`config.mk`:
```
export PLATFORM = sky130hd
export DESIGN_NAME = arcade_input_ctrl
export DESIGN_NICKNAME = d
export VERILOG_FILES = /design/src/rtl/arcade_input_pkg.sv /design/src/rtl/coin_pulse_gen.sv /design/src/rtl/arcade_input_ctrl.sv
export SDC_FILE = /design/constraint.sdc
export NUM_CORES = 1
export LEC_CHECK = 0
export ABC_AREA = 1
export CORE_MARGIN = 2
export CORE_UTILIZATION = 45
export CTS_CLUSTER_DIAMETER = 150
export CTS_CLUSTER_SIZE = 14
export DETAILED_ROUTE_END_ITERATION = 12
export DONT_BUFFER_PORTS = 1
export GPL_TIMING_DRIVEN = 0
export PLACE_DENSITY = 0.58
export SYNTH_ARGS = -nofsm -noshare
export SYNTH_HDL_FRONTEND = slang
export SYNTH_SLANG_ARGS = --single-unit
```
`constraint.sdc`:
```
create_clock -name clk_sys -period 1.94 [get_ports clk_sys]
set_input_delay 0.097 -clock clk_sys [delete_from_list [all_inputs] [get_ports clk_sys]]
set_output_delay 0.097 -clock clk_sys [all_outputs]
set_load 0.03 [all_outputs]
```
`src/rtl/arcade_input_pkg.sv`:
```
// Shared definitions for the arcade input front end: joystick bit map, PS/2 scancodes,
// held-key record and coin FSM states.
package arcade_input_pkg;

    localparam int JOY_R      = 0;
    localparam int JOY_L      = 1;
    localparam int JOY_D      = 2;
    localparam int JOY_U      = 3;
    localparam int JOY_FIRE   = 4;
    localparam int JOY_START1 = 5;
    localparam int JOY_START2 = 6;
    localparam int JOY_COIN   = 7;

    // 9-bit codes: {extended (E0) flag, scancode}
    localparam logic [8:0] SC_P1_UP     = 9'h175;
    localparam logic [8:0] SC_P1_DOWN   = 9'h172;
    localparam logic [8:0] SC_P1_LEFT   = 9'h16B;
    localparam logic [8:0] SC_P1_RIGHT  = 9'h174;
    localparam logic [8:0] SC_P1_FIRE_A = 9'h029;
    localparam logic [8:0] SC_P1_FIRE_B = 9'h014;
    localparam logic [8:0] SC_P1_FIRE_C = 9'h114;
    localparam logic [8:0] SC_P2_RIGHT  = 9'h023;
    localparam logic [8:0] SC_P2_LEFT   = 9'h01C;
    localparam logic [8:0] SC_P2_FIRE   = 9'h015;
    localparam logic [8:0] SC_START1_A  = 9'h005;
    localparam logic [8:0] SC_START1_B  = 9'h016;
    localparam logic [8:0] SC_START2_A  = 9'h006;
    localparam logic [8:0] SC_START2_B  = 9'h01E;
    localparam logic [8:0] SC_COIN_A    = 9'h02E;
    localparam logic [8:0] SC_COIN_B    = 9'h036;

    typedef struct packed {
        logic p1_up;
        logic p1_down;
        logic p1_left;
        logic p1_right;
        logic p1_fire;
        logic p2_right;
        logic p2_left;
        logic p2_fire;
        logic start1;
        logic start2;
        logic coin;
    } key_held_t;

    typedef enum logic [1:0] {
        IDLE  = 2'd0,
        PULSE = 2'd1,
        GAP   = 2'd2
    } coin_state_t;

endpackage

```
`src/rtl/coin_pulse_gen.sv`:
```
// Rising edge of i_req starts a COIN_PULSE_CYC-cycle pulse on o_coin (asserted on the edge
// after the request), followed by a COIN_GAP_CYC lockout; requests during pulse/lockout are dropped.
module coin_pulse_gen
    import arcade_input_pkg::*;
#(
    parameter logic [23:0] COIN_PULSE_CYC = 24'd4_800_000,
    parameter logic [23:0] COIN_GAP_CYC   = 24'd4_800_000
) (
    input  logic i_clk,
    input  logic i_rst_n,
    input  logic i_req,
    output logic o_coin
);

    coin_state_t r_state;
    logic [23:0] r_cnt;
    logic        r_req_d;
    logic        r_coin;
    logic        w_req_rise;

    // r_req_d tracks the request in every state, so a level held through the lockout never retriggers
    assign w_req_rise = i_req & ~r_req_d;
    assign o_coin     = r_coin;

    always_ff @(posedge i_clk or negedge i_rst_n) begin
        if (!i_rst_n) begin
            r_state <= IDLE;
            r_cnt   <= '0;
            r_req_d <= 1'b0;
            r_coin  <= 1'b0;
        end else begin
            r_req_d <= i_req;
            case (r_state)
                IDLE: begin
                    if (w_req_rise) begin
                        r_state <= PULSE;
                        r_cnt   <= '0;
                        r_coin  <= 1'b1;
                    end
                end
                PULSE: begin
                    if (r_cnt == COIN_PULSE_CYC - 24'd1) begin
                        r_state <= GAP;
                        r_cnt   <= '0;
                        r_coin  <= 1'b0;
                    end else begin
                        r_cnt <= r_cnt + 24'd1;
                    end
                end
                GAP: begin
                    if (r_cnt == COIN_GAP_CYC - 24'd1) begin
                        r_state <= IDLE;
                        r_cnt   <= '0;
                    end else begin
                        r_cnt <= r_cnt + 24'd1;
                    end
                end
                default: begin
                    r_state <= IDLE;
                    r_cnt   <= '0;
                    r_coin  <= 1'b0;
                end
            endcase
        end
    end

endmodule

```
`src/rtl/arcade_input_ctrl.sv`:
```
// Merges PS/2 key events with both joysticks into registered player controls plus a timed coin.
// Every control output follows its sampled input by one cycle.
module arcade_input_ctrl
    import arcade_input_pkg::*;
#(
    parameter logic [23:0] COIN_PULSE_CYC = 24'd4_800_000,
    parameter logic [23:0] COIN_GAP_CYC   = 24'd4_800_000,
    parameter logic        AUTO_COIN      = 1'b1
) (
    input  logic        clk_sys,
    input  logic        reset_n,
    input  logic [10:0] ps2_key,
    input  logic [15:0] joystick_0,
    input  logic [15:0] joystick_1,
    input  logic        cabinet,
    input  logic        kbd_clear,
    output logic        right1,
    output logic        left1,
    output logic        fire1,
    output logic        right2,
    output logic        left2,
    output logic        fire2,
    output logic        start1,
    output logic        start2,
    output logic        coin1
);

    key_held_t r_held;
    key_held_t w_held_nxt;
    logic      r_old_tog;
    logic      r_primed;
    logic      w_event;
    logic      w_pressed;
    logic [8:0] w_code;
    logic      w_p1_right, w_p1_left, w_p1_fire;
    logic      w_p2_right, w_p2_left, w_p2_fire;
    logic      w_start1, w_start2, w_coin_req;
    logic      w_unused;

    // the toggle level present at reset release is not an event
    assign w_event   = r_primed & (ps2_key[10] ^ r_old_tog);
    assign w_pressed = ps2_key[9];
    assign w_code    = ps2_key[8:0];

    always_comb begin
        w_held_nxt = r_held;
        if (kbd_clear) begin
            w_held_nxt = '0;
        end else if (w_event) begin
            case (w_code)
                SC_P1_UP:     w_held_nxt.p1_up    = w_pressed;
                SC_P1_DOWN:   w_held_nxt.p1_down  = w_pressed;
                SC_P1_LEFT:   w_held_nxt.p1_left  = w_pressed;
                SC_P1_RIGHT:  w_held_nxt.p1_right = w_pressed;
                SC_P1_FIRE_A,
                SC_P1_FIRE_B,
                SC_P1_FIRE_C: w_held_nxt.p1_fire  = w_pressed;
                SC_P2_RIGHT:  w_held_nxt.p2_right = w_pressed;
                SC_P2_LEFT:   w_held_nxt.p2_left  = w_pressed;
                SC_P2_FIRE:   w_held_nxt.p2_fire  = w_pressed;
                SC_START1_A,
                SC_START1_B:  w_held_nxt.start1   = w_pressed;
                SC_START2_A,
                SC_START2_B:  w_held_nxt.start2   = w_pressed;
                SC_COIN_A,
                SC_COIN_B:    w_held_nxt.coin     = w_pressed;
                default:      w_held_nxt = r_held;
            endcase
        end
    end

    // merge uses the next-state held bits so a key event reaches the outputs in one cycle
    assign w_p1_right = w_held_nxt.p1_right | joystick_0[JOY_R];
    assign w_p1_left  = w_held_nxt.p1_left  | joystick_0[JOY_L];
    assign w_p1_fire  = w_held_nxt.p1_fire  | joystick_0[JOY_FIRE];
    assign w_p2_right = w_held_nxt.p2_right | joystick_1[JOY_R];
    assign w_p2_left  = w_held_nxt.p2_left  | joystick_1[JOY_L];
    assign w_p2_fire  = w_held_nxt.p2_fire  | joystick_1[JOY_FIRE];
    assign w_start1   = w_held_nxt.start1 | joystick_0[JOY_START1] | joystick_1[JOY_START1];
    assign w_start2   = w_held_nxt.start2 | joystick_0[JOY_START2] | joystick_1[JOY_START2];
    assign w_coin_req = w_held_nxt.coin | joystick_0[JOY_COIN] | joystick_1[JOY_COIN]
                      | (AUTO_COIN & (w_start1 | w_start2));

    always_ff @(posedge clk_sys or negedge reset_n) begin
        if (!reset_n) begin
            r_old_tog <= 1'b0;
            r_primed  <= 1'b0;
            r_held    <= '0;
            right1    <= 1'b0;
            left1     <= 1'b0;
            fire1     <= 1'b0;
            right2    <= 1'b0;
            left2     <= 1'b0;
            fire2     <= 1'b0;
            start1    <= 1'b0;
            start2    <= 1'b0;
        end else begin
            r_old_tog <= ps2_key[10];
            r_primed  <= 1'b1;
            r_held    <= w_held_nxt;
            right1    <= w_p1_right;
            left1     <= w_p1_left;
            fire1     <= w_p1_fire;
            // upright cabinets share one panel, so P2 follows P1 as well
            right2    <= cabinet ? w_p2_right : (w_p1_right | w_p2_right);
            left2     <= cabinet ? w_p2_left  : (w_p1_left  | w_p2_left);
            fire2     <= cabinet ? w_p2_fire  : (w_p1_fire  | w_p2_fire);
            start1    <= w_start1;
            start2    <= w_start2;
        end
    end

    coin_pulse_gen #(
        .COIN_PULSE_CYC (COIN_PULSE_CYC),
        .COIN_GAP_CYC   (COIN_GAP_CYC)
    ) u_coin1 (
        .i_clk   (clk_sys),
        .i_rst_n (reset_n),
        .i_req   (w_coin_req),
        .o_coin  (coin1)
    );

    // up/down are tracked for future cores; this build has no vertical controls
    assign w_unused = ^{r_held.p1_up, r_held.p1_down,
                        joystick_0[15:8], joystick_0[JOY_U], joystick_0[JOY_D],
                        joystick_1[15:8], joystick_1[JOY_U], joystick_1[JOY_D]};

endmodule
```
# [After elaboration in Yosys (flattened, before gate mapping)]
# Index checks and enable logic that the tools add are counted.
[classes] n_eq_ne=20 addsub=1 reduce_logical=8 n_mux=24 n_bitwise=22
[op_table] cell="24-bit 2-to-1 mux" count=2
[op_table] cell="24-bit case mux with 2 select lines" count=1
[op_table] cell="9-bit by 5-bit equality test with 1-bit output (second input constant)" count=5
[op_table] cell="9-bit by 6-bit equality test with 1-bit output (second input constant)" count=4
[op_table] cell="9-bit equality test (second input constant)" count=3
[op_table] cell="24-bit by 1-bit adder with 24-bit output (second input constant)" count=1
[op_table] cell="24-bit by 23-bit equality test with 1-bit output (second input constant)" count=1
[op_table] cell="9-bit by 3-bit equality test with 1-bit output (second input constant)" count=2
[op_table] cell="9-bit 2-to-1 mux" count=2
[op_table] cell="1-bit OR" count=17
[op_table] cell="1-bit 2-to-1 mux" count=14
[op_table] cell="2-bit OR reduction" count=4
[op_table] cell="2-bit 2-to-1 mux" count=3
[op_table] cell="2-bit by 1-bit inequality test with 1-bit output (second input constant)" count=3
[op_table] cell="2-bit case mux with 3 select lines" count=1
[op_table] cell="3-bit AND reduction" count=2
[op_table] cell="1-bit case mux with 3 select lines" count=1
[op_table] cell="3-bit OR reduction" count=1
[op_table] cell="1-bit bitwise AND" count=2
[op_table] cell="2-bit by 1-bit equality test with 1-bit output (second input constant)" count=1
[op_table] cell="2-bit equality test (second input constant)" count=1
[op_table] cell="2-bit zero test" count=1
[op_table] cell="1-bit inverter" count=2
[op_table] cell="1-bit bitwise XOR" count=1
[word_totals] reg_bits=47 input_bits=47 out_inout_bits=9

# [Logic depth before layout (Yosys ltp)]
[logic_depth] depth_word=12 ltp_mapped=16

# [Modules after synthesis]
# From an unflattened synthesis, not the netlist that was laid out.
[hier_totals] cells_unflattened=419 hier_area_um2=2990.4
[modules_own_cells] mod="coin_pulse_gen" instances=1 area_each_um2=1875.5 cells_per_inst=268 seq_area_each_um2=700.7
[modules_own_cells] mod="arcade_input_ctrl" instances=1 area_each_um2=1114.8 cells_per_inst=151 seq_area_each_um2=475.5

# [Worst setup path after synthesis]
# No wires, ideal clock.
[synth_timing] path_kind="register -> register" startpoint="register u_coin1.r_cnt[0]" endpoint="register u_coin1.r_cnt[1]" setup_ns=0.117 t_arrival_ns=1.655 required_time_ns=1.823 slack_ns=0.168 stages_incl_launch_ff=11 cell_sequence="dfrtp_1 -> ha_1 -> nand2_1 -> nor3_2 -> nand2_1 -> inv_1 -> nand3_1 -> nand2_1 -> clkbuf_1 -> nand3b_2 -> nand2_1"
[synth_via] elab_chain_cells=3
[synth_rtl] item="start: declaration" line_no="coin_pulse_gen.sv:16" text="logic [23:0] r_cnt;"
[synth_rtl] item="start signal: assignment" line_no="coin_pulse_gen.sv:47" text="r_cnt <= r_cnt + 24'd1;"
[synth_rtl] item="start signal: assignment" line_no="coin_pulse_gen.sv:55" text="r_cnt <= r_cnt + 24'd1;"
[synth_rtl] item="24-bit by 1-bit adder with 24-bit output / 24-bit by 23-bit equality test with 1-bit output (equally long branches)"
[synth_rtl] item="24-bit 2-to-1 mux (*)" line_no="coin_pulse_gen.sv:42, coin_pulse_gen.sv:51"
[synth_rtl] item="24-bit case mux with 2 select lines (*)" line_no="coin_pulse_gen.sv:33" text="case (r_state)"
# Mark *: on every way between the ends. The rest lies on a longest branch, timed or not.
# A chain may end at the register's enable or synchronous reset.

# [Final worst setup path]
[layout_timing] startpoint="input joystick_1[5]" endpoint="register u_coin1.r_cnt[8]"
[layout_via] elab_chain_cells=5
[layout_rtl] item="start: declaration" line_no="arcade_input_ctrl.sv:14" text="input logic [15:0] joystick_1,"
[layout_rtl] item="1-bit OR" line_no="arcade_input_ctrl.sv:79" text="assign w_start1 = w_held_nxt.start1 | joystick_0[JOY_START1] | joystick_1[JOY_START1];"
[layout_rtl] item="via w_start1" line_no="arcade_input_ctrl.sv:37" text="logic w_start1, w_start2, w_coin_req;"
[layout_rtl] item="1-bit OR (2 in a row)" line_no="arcade_input_ctrl.sv:82" text="| (AUTO_COIN & (w_start1 | w_start2));"
[layout_rtl] item="via u_coin1.i_req" line_no="coin_pulse_gen.sv:11" text="input logic i_req,"
[layout_rtl] item="1-bit bitwise AND" line_no="coin_pulse_gen.sv:22" text="assign w_req_rise = i_req & ~r_req_d;"
[layout_rtl] item="2-bit by 1-bit inequality test with 1-bit output (no source line)"
# The timed path passes the listed nets, and every way through them passes these cells.

==> summary.txt <==
Final layout
  • Diodes inserted: 0
  • Fin cells: 494
  • Share of cells above drive strength 1: 20.4%
  • Layout overhead on the synthesized area: 19.4%
  • Final Cell Area: between 3000 and 4000 sq um
  • Final Net Count: ~470

Placement
  • RD Place Congestion: a little under 0.9
  • Placed cell area: 2970 sq um
  • DP Cell Count: 462
  • Port bufs: 0
  • DP HPWL: 4460 um

Setup path
  • R2R cell count: 11
  • CP Data Arrival Time: 2070 ps
  • Crit path max fanout: 10
  • Crit Path Class: in2reg
  • Worst endpoint required time: 2140 ps
  • Setup crit end kind: flip-flop
  • CP startpoint kind: input pin

Die
  • Initial core utilization: 45.8%
  • FP Rows: 29
  • Die width: 84.0 um
  • Die Ht: around 84 um
  • Die ar.: 7050 sq um
  • Core area: 6280 sq um
  • Io pins: 56

Yosys
  • Ys Warns: 0
  • Average size of a mapped cell: 7.47 sq um
  • Most frequent cell after synthesis: nand2_1
  • Post-synth EDFFs: 0
  • Synth top area cells: dfrtp_1 41%, nand2_1 13%, inv_1 7.0%
  • Synthesized Nets: 436
  • Post-synth top area cell: dfrtp_1
  • Post-synth cell types: 35
  • Register area share after synthesis: roughly two fifths
  • Mapped Area: 2880 sq um
  • Synth cell count leaders: 103 x nand2_1, 54 x inv_1, 48 x nor2_1, 47 x dfrtp_1, 19 x nand3_1
  • Main synth FF type: dfrtp_1
  • Fraction of registers with async set/reset: 100%
  • Yosys reg bits: between 40 and 50
  • Area share of the leading cell type in the synthesized netlist: 40.9%
  • Syn Inst Count: 385

Drt
  • Drt drc: 0
  • DRT Pass-1 Iters: 4
  • Total wire length: 6410 um
  • DR WL/cell: 13.0 um
  • Vias: 2533
  • DRT antenna net count: 0
  • Initial drt markers: 126
  • Vias per cell: around 5.1

Timing
  • Max-slew violation count: 0
  • Final Critical Period: approximately 1900 ps
  • Total negative setup slack: 0 ps
  • Final hold viol count: 0
  • Tcrit/Tclk final: 96.4%
  • RSZ-0062 raised after global routing: true
  • Clock Skews: 3.83 ps
  • Highest clock rate: 535 MHz
  • Final setup fails: 0

Global routing
  • Initial antenna violation count: 0
  • Gr usage total: 19.3%
  • First-pass GRT wire length: between 10000 and 15000 um
  • Largest net degree at the start of global routing: 48
  • Vias in the first global route: 2484
  • GR Overflow Total: 0

Clocking
  • Clock transition at path regs: approximately 90 ps
  • CTS Root Cell: clkbuf_8
  • CTS Buf Count: 5
  • Clock Latency Late Sink: 300 ps
  • H-Tree Level Count: 2
  • Num Clock Sinks: 47
  • CTS tree: yes
  • Max clock buf depth: 2

Power
  • Leakage: 1.61 nW
  • VDD IR max: 0.653 mV
  • P per Cell Area: 809 nW/um^2

Min path
  • Hold Crit Class: in2reg
  • Worst hold path cell count: 4

Job
  • MaxCap Viol Count: 0

Outcome
  • Status: complete, no violations
[power breakdown]
group          switching [mW]  leakage, nW  internal, mW
clock                   0.362       0.0485         0.259
sequential             0.0697        0.618          1.03
combinational           0.676        0.941         0.377
total                    1.11         1.61          1.67
[critical path, cell delays in order]
cell and delay, ps:
dlygate4sd3_1 540, nor2_1 120, dlygate4sd3_1 590, nand2_2 70, nor2_2 90, nand2_2 80
nand2_4 90, nand2_8 90, buf_6 180, nand2_2 70, o21ai_2 50
[placed cells by master (no fill, tap or decap), drive strengths merged, types with 11 or more instances in the layout]
cell and instances:
nand3 21, nor3 12, dlygate4sd3 15, nor2 55
o21ai 25, inv 56, xor2 11, nand2 112
buf 14, dfrtp 47
[flip-flops by register name (all words and copies together) (netlist names)]
| register | count |
|---|---|
| r_primed | 1 |
| start1 | 1 |
| left1 | 1 |
| r_old_tog | 1 |
| start2 | 1 |
| fire1 | 1 |
| left2 | 1 |
| right2 | 1 |
| fire2 | 1 |
| u_coin1.r_cnt | 24 |
| u_coin1.o_coin | 1 |
| u_coin1.r_req_d | 1 |
| r_held | 9 |
| u_coin1.r_state | 2 |
| right1 | 1 |
[final timing paths]
| kind | startpoint | to | slack, ps |
|---|---|---|---|
| hold / removal | joystick_1[7] | u_coin1.r_req_d | 40 |
| max in group asynchronous | reset_n | r_primed | 1420 |
| min in group asynchronous | reset_n | r_held[7] | 280 |
| hold reg to reg | u_coin1.r_state[1] | u_coin1.r_state[1] | 510 |
| setup / recovery | joystick_1[5] | u_coin1.r_cnt[8] | 70 |
| setup reg to reg | u_coin1.r_cnt[1] | u_coin1.r_cnt[22] | 90 |
[repair_timing]
item,in CTS,in global routing
hold buffers,16,0
resized for setup,5,30
endpoints found under the hold margin,59,0
setup buffers,0,8
cloned,0,0
endpoints found under the setup margin,13,28
pin swaps,1,6
[per-stage QoR]
step | hold WS (ps) | util, % | worst slack, ps | power (mW)
global route | 56.6 | 54.7 | -40.9 | 2.96
CTS | 17.6 | 51.9 | 1.71 | 2.70
detailed placement | -198 | 47.4 | -279 | 1.99
finish | 44.9 | 54.7 | 69.4 | 2.78
global placement | -198 | 47.4 | -286 | 1.99
floorplan | -199 | - | 168 | 1.76
[cell type report]
type / count / area, sq um
fill: 602 / 2840
clock inverter: 3 / 22.5
timing repair buffer: 24 / 238
buffer: 5 / 63.8
clock buffer: 5 / 68.8
multi-input combinational: 277 / 1560
inverter: 56 / 210
sequential: 47 / 1180
tap: 77 / 96.3
[kinds of logic (layout without fill, tap and decap cells)]
group | after synthesis | count (layout) | synth area share (%)
buf+inv | 61 | 93 | 9.13
xor+xnor | 11 | 11 | 3.35
fa+ha+maj | 4 | 4 | 1.74
simple gates | 224 | 224 | 35.6
compound gates | 37 | 37 | 9.13
flops | 47 | 47 | 40.9
other cells | 1 | 1 | 0.130
[per-layer routing]
layer | track usage (%) | wire length [um] | share of wire, % | up-vias
li1 | - | - | - | 1279
met5 | 0 | 0 | 0 | -
met4 | 6.89 | 74 | 1.2 | 0
met3 | 3.66 | 253 | 3.9 | 8
met2 | 31.4 | 3090 | 48 | 49
met1 | 25.8 | 3000 | 47 | 1197
No activity file was read; power rests on OpenSTA's default activity.
